## src/rtl/hcsr04_ranger.sv

```systemverilog
// HC-SR04 ranger: fires the trigger pulse, times the echo in centimetre ticks, latches distance/timeout.
// Optional echo glitch filter enabled by defining HCSR04_GLITCH_FILTER_EN.
module hcsr04_ranger #(
   parameter int TRIG_CYCLES    = 500,
   parameter int CM_CYCLES      = 2900,
   parameter int TIMEOUT_CYCLES = 1_500_000,
   parameter int PERIOD_CYCLES  = 3_000_000,
   parameter int DIST_W         = 9
) (
   input  logic              clock,
   input  logic              reset,
   input  logic              enable,
   input  logic              echo,
   output logic              trig,
   output logic              cnt_clr,
   output logic              cm_tick,
   output logic [DIST_W-1:0] dist_cm,
   output logic              valid,
   output logic              timeout,
   output logic              busy
);

   localparam int PH_MAX = (TIMEOUT_CYCLES > TRIG_CYCLES) ? TIMEOUT_CYCLES : TRIG_CYCLES;
   localparam int PH_W   = $clog2(PH_MAX + 1);
   localparam int PER_W  = $clog2(PERIOD_CYCLES + 1);
   localparam int SUB_W  = $clog2(CM_CYCLES + 1);

   localparam logic [PH_W-1:0]   TRIG_LAST = PH_W'(TRIG_CYCLES - 1);
   localparam logic [PH_W-1:0]   TMO_LAST  = PH_W'(TIMEOUT_CYCLES - 1);
   localparam logic [PER_W-1:0]  PER_LAST  = PER_W'(PERIOD_CYCLES - 1);
   localparam logic [SUB_W-1:0]  CM_LAST   = SUB_W'(CM_CYCLES - 1);
   localparam logic [DIST_W-1:0] DIST_MAX  = '1;

   typedef enum logic [2:0] {IDLE, TRIG, WAIT_ECHO, MEASURE, HOLDOFF} state_t;

   state_t            state_reg, state_next;
   logic [PH_W-1:0]   phase_reg, phase_next;
   logic [PER_W-1:0]  period_reg, period_next;
   logic [SUB_W-1:0]  cm_sub_reg, cm_sub_next;
   logic [DIST_W-1:0] run_dist_reg, run_dist_next;
   logic [DIST_W-1:0] dist_reg, dist_next;
   logic              valid_reg, valid_next;
   logic              timeout_reg, timeout_next;
   logic              cnt_clr_reg, cnt_clr_next;
   logic              cm_tick_reg, cm_tick_next;
   logic              trig_reg, busy_reg;

   logic echo_s1_reg, echo_s2_reg, echo_prev_reg, echo_lvl, echo_rise, echo_fall;

   always_ff @(posedge clock or posedge reset) begin
      if (reset) begin
         echo_s1_reg <= 1'b0;
         echo_s2_reg <= 1'b0;
      end else begin
         echo_s1_reg <= echo;
         echo_s2_reg <= echo_s1_reg;
      end
   end

`ifdef HCSR04_GLITCH_FILTER_EN
   // A new level is adopted only after the synced echo has differed from it for 4 clocks.
   logic       echo_flt_reg;
   logic [1:0] flt_cnt_reg;

   always_ff @(posedge clock or posedge reset) begin
      if (reset) begin
         echo_flt_reg <= 1'b0;
         flt_cnt_reg  <= 2'd0;
      end else if (echo_s2_reg == echo_flt_reg) begin
         flt_cnt_reg <= 2'd0;
      end else if (flt_cnt_reg == 2'd3) begin
         echo_flt_reg <= echo_s2_reg;
         flt_cnt_reg  <= 2'd0;
      end else begin
         flt_cnt_reg <= flt_cnt_reg + 2'd1;
      end
   end

   assign echo_lvl = echo_flt_reg;
`else
   assign echo_lvl = echo_s2_reg;
`endif

   always_ff @(posedge clock or posedge reset) begin
      if (reset) echo_prev_reg <= 1'b0;
      else       echo_prev_reg <= echo_lvl;
   end

   assign echo_rise = echo_lvl & ~echo_prev_reg;
   assign echo_fall = ~echo_lvl & echo_prev_reg;

   always_comb begin
      state_next    = state_reg;
      phase_next    = phase_reg;
      period_next   = (period_reg == PER_LAST) ? period_reg : period_reg + 1'b1;
      cm_sub_next   = cm_sub_reg;
      run_dist_next = run_dist_reg;
      dist_next     = dist_reg;
      timeout_next  = timeout_reg;
      valid_next    = 1'b0;
      cnt_clr_next  = 1'b0;
      cm_tick_next  = 1'b0;
      case (state_reg)
         IDLE: begin
            period_next = '0;
            if (enable) begin
               state_next = TRIG;
               phase_next = '0;
            end
         end
         TRIG: begin
            if (phase_reg == TRIG_LAST) begin
               state_next = WAIT_ECHO;
               phase_next = '0;
            end else begin
               phase_next = phase_reg + 1'b1;
            end
         end
         WAIT_ECHO: begin
            if (echo_rise) begin
               state_next    = MEASURE;
               phase_next    = '0;
               cnt_clr_next  = 1'b1;
               cm_sub_next   = '0;
               run_dist_next = '0;
            end else if (phase_reg == TMO_LAST) begin
               state_next   = HOLDOFF;
               timeout_next = 1'b1;
               dist_next    = DIST_MAX;
               valid_next   = 1'b1;
            end else begin
               phase_next = phase_reg + 1'b1;
            end
         end
         MEASURE: begin
            // The tick is resolved first so a coincident fall latches the incremented distance.
            if (cm_sub_reg == CM_LAST) begin
               cm_sub_next = '0;
               if (run_dist_reg != DIST_MAX) begin
                  run_dist_next = run_dist_reg + 1'b1;
                  cm_tick_next  = 1'b1;
               end
            end else begin
               cm_sub_next = cm_sub_reg + 1'b1;
            end
            if (echo_fall) begin
               state_next   = HOLDOFF;
               dist_next    = run_dist_next;
               timeout_next = 1'b0;
               valid_next   = 1'b1;
            end else if (phase_reg == TMO_LAST) begin
               state_next   = HOLDOFF;
               timeout_next = 1'b1;
               dist_next    = DIST_MAX;
               valid_next   = 1'b1;
            end else begin
               phase_next = phase_reg + 1'b1;
            end
         end
         HOLDOFF: begin
            if (period_reg == PER_LAST) begin
               state_next  = enable ? TRIG : IDLE;
               phase_next  = '0;
               period_next = '0;
            end
         end
         default: state_next = IDLE;
      endcase
   end

   always_ff @(posedge clock or posedge reset) begin
      if (reset) begin
         state_reg    <= IDLE;
         phase_reg    <= '0;
         period_reg   <= '0;
         cm_sub_reg   <= '0;
         run_dist_reg <= '0;
         dist_reg     <= '0;
         valid_reg    <= 1'b0;
         timeout_reg  <= 1'b0;
         cnt_clr_reg  <= 1'b0;
         cm_tick_reg  <= 1'b0;
         trig_reg     <= 1'b0;
         busy_reg     <= 1'b0;
      end else begin
         state_reg    <= state_next;
         phase_reg    <= phase_next;
         period_reg   <= period_next;
         cm_sub_reg   <= cm_sub_next;
         run_dist_reg <= run_dist_next;
         dist_reg     <= dist_next;
         valid_reg    <= valid_next;
         timeout_reg  <= timeout_next;
         cnt_clr_reg  <= cnt_clr_next;
         cm_tick_reg  <= cm_tick_next;
         trig_reg     <= (state_next == TRIG);
         busy_reg     <= (state_next != IDLE);
      end
   end

   assign trig    = trig_reg;
   assign cnt_clr = cnt_clr_reg;
   assign cm_tick = cm_tick_reg;
   assign dist_cm = dist_reg;
   assign valid   = valid_reg;
   assign timeout = timeout_reg;
   assign busy    = busy_reg;

endmodule
```

## config.mk

```make
export PLATFORM = sky130hd
export DESIGN_NAME = hcsr04_ranger
export DESIGN_NICKNAME = d
export VERILOG_FILES = /design/src/rtl/hcsr04_ranger.sv
export SDC_FILE = /design/constraint.sdc
export NUM_CORES = 1
export LEC_CHECK = 0
export CAP_MARGIN = 20
export CORE_MARGIN = 2
export CORE_UTILIZATION = 50
export DETAILED_ROUTE_END_ITERATION = 10
export HOLD_SLACK_MARGIN = 0.06
export PLACE_DENSITY = 0.68
export SLEW_MARGIN = 25
export SYNTH_ARGS = -nofsm -noshare
export SYNTH_HDL_FRONTEND = slang
export SYNTH_SLANG_ARGS = --single-unit
```

## constraint.sdc

```tcl
create_clock -name clock -period 3.9 [get_ports clock]
set_clock_uncertainty 0.05 [all_clocks]
set_input_delay 0.78 -clock clock [delete_from_list [all_inputs] [get_ports clock]]
set_output_delay 0.78 -clock clock [all_outputs]
set_load 0.1 [all_outputs]
```

==> results.ini <==
[run_status]
outcome = finished, final reports clean

[clock_network]
cts_tree = done
cts_buffers = 9
cts_buffer_depth = 2
path_clk_slew_ns = 0.09
htreeDepth = 3
clockRootBuffer = clkbuf_8
clkSinkCount = 85
postCtsSetupBuffers = 0
clk_latency_ns = 0.35
cts_resized = 0
cts_hold_buf = 0

[placement]
portBuffers = 18
place_area_mm2 = 0.00473
gp_congestion = 0.888
post-dp-hpwl_um = 6710

[worst_hold_path]
holdCritStartpoint = echo_s1_reg
hp-class = reg -> reg

[finish]
antenna_cells = 0
final_common_cell = dfrtp_1
drive_above_1_share_pct = 5.53
largest_reg_flops = 22
stdcell_area_mm2 = 0.00489
nNetsFinal = 510
area_growth_pct = 9.80
layout_common_cells = dfrtp_1 (85), nor2_1 (54), nand2_1 (49)

[sta]
tightest_slew_ns = 0.980
min_period_ns = 3.04
post-route-period-util_pct = 78.0
fmax_ghz = 0.329
holdWs_ns = 0.310
maxSlewViolCount = 0
tns_ns = 0
rsz0062_at_grt = false
slew_headroom_pct = 34.5
final-setup-viol-count = 0
hold_violations = 0

[routing]
drc = 0
wl_um = 9690
via_per_inst = 6.05
final_antenna_net_count = 0
routedWlPerCell_um = 15.8
num_vias = 3712
drt_iter0_drc = 210
first_pass_iters = 4

[yosys]
synthCells = 488
synth.largest_area_cell = dfrtp_1
ys_seq_area_share_pct = 47.7
post-synth-top-area-fraction_pct = 47.7
ys.flop_type = dfrtp_1
ys_async_sr_fraction_pct = 100
synth_enable_flop_cells = 0
synth_cell_types = 56
synth.avg_cell_area_um2 = 9.14
yosys_warnings = 0
ys_seq_elements = 85
synth_area_leaders = dfrtp_1 (48%), o21ai_0 (4.7%), nor2_1 (4.5%)
synth.net_count = 497
synthesis.area_mm2 = 0.00446

[critical_path]
critical_path_class = reg -> reg
cp-start-kind = flop
startpoint = period_reg[12]
path_max_fanout = 11
timing.rr.start = period_reg[12]
rrSetupSlack_ns = 0.86
crit_arrival_ns = 3.24
cp.required_ns = 4.10
crit_path_end_kind = flop

[pwr]
power.leakage_nw = 2.07
vdd_drop_max_mv = 0.208
p_total_mw = 1.47
powerDensity_mw_per_mm2 = 300

[floorplan]
core_mm2 = 0.00868
fp.dieArea_mm2 = 0.00969
chipWidth_um = 98.4
start_util_pct = 51.4
io_pins = 19
die_h_um = 98.4
rows = 34

[global_route]
antenna_found_initial = 0
grt_pass1_wl_um = 17000
grt_max_degree = 86
track_usage_pct = 21.0
grt_pass1_vias = 3573
grt_overflow_total = 0

[run]
max-cap-violations = 0

[cells by family (layout without fill, tap and decap cells)]
family,count (synthesis),after routing,share of synthesized area [%]
simple gates,219,219,25.5
buf+inv,27,45,2.53
compound gates,129,129,18.1
fa+ha+maj,5,5,1.40
mux,4,4,0.954
xor+xnor,19,19,3.73
flops,85,85,47.7
[per-stage QoR]
step           cells  setup slack (ns)  util (%)
2_1_floorplan    488             0.877         -
3_3_place_gp     598             0.953      54.5
3_5_place_dp     598             0.884      54.5
4_1_cts          614             0.856      56.4
5_1_grt          614             0.679      56.4
6_report         614             0.859      56.4
[layer usage]
layer / track usage [%] / routed length [µm] / vias to the layer above / share of wire (%)
met5: 0 / 0 / - / 0
met4: 5.06 / 80 / 0 / 0.83
met3: 3.83 / 377 / 9 / 3.9
met2: 32.7 / 4450 / 76 / 46
met1: 30.8 / 4780 / 1812 / 49
li1: - / - / 1815 / -
[where the power goes]
group          leakage (nW)  switching, mW  internal (mW)
clock network        0.0772          0.323          0.236
registers              1.13       0.000886          0.882
logic                 0.858         0.0190        0.00570
total                  2.07          0.343           1.12
[layout make-up]
| class | count | area [µm²] |
|---|---|---|
| Inverter | 8 | 31.3 |
| Timing Repair Buffer | 21 | 215 |
| Clock inverter | 4 | 32.5 |
| Fill cell | 802 | 3780 |
| Sequential cell | 85 | 2130 |
| Tap cell | 108 | 135 |
| Multi-Input combinational cell | 376 | 2220 |
| Clock buffer | 12 | 135 |
[cell usage after synthesis, types with 4 or more instances]
library cell / number
nand2_1: 49
nor3_1: 11
inv_1: 8
clkbuf_1: 15
nand2b_1: 6
and4_1: 6
nand3_1: 17
nand4_1: 15
nor2_1: 54
nor4_1: 7
and3_1: 15
or3_1: 8
and2_1: 6
xor2_1: 11
o31ai_1: 10
xnor2_1: 8
nor2b_1: 6
a31oi_1: 12
ha_1: 5
a21oi_1: 39
a41oi_1: 4
dfrtp_1: 85
o21ai_0: 42
[final timing paths]
check                      cells past startpoint       endpoint
max                                            6  phase_reg[18]
min                                            0       echo_lvl
max reg2reg                                    6  phase_reg[18]
min reg2reg                                    0       echo_lvl
max in group asynchronous                      3  phase_reg[19]
min in group asynchronous                      3  cm_sub_reg[5]
[worst max-delay path, cell delays in order, from the launching register on]
cell     delay (ns)
dfrtp_1        0.43
or4b_1         0.52
or4_4          0.55
o41ai_4        0.29
nand2_1        0.32
a21o_1         0.39
o41ai_1        0.37
Power figures use the tool's default switching activity.
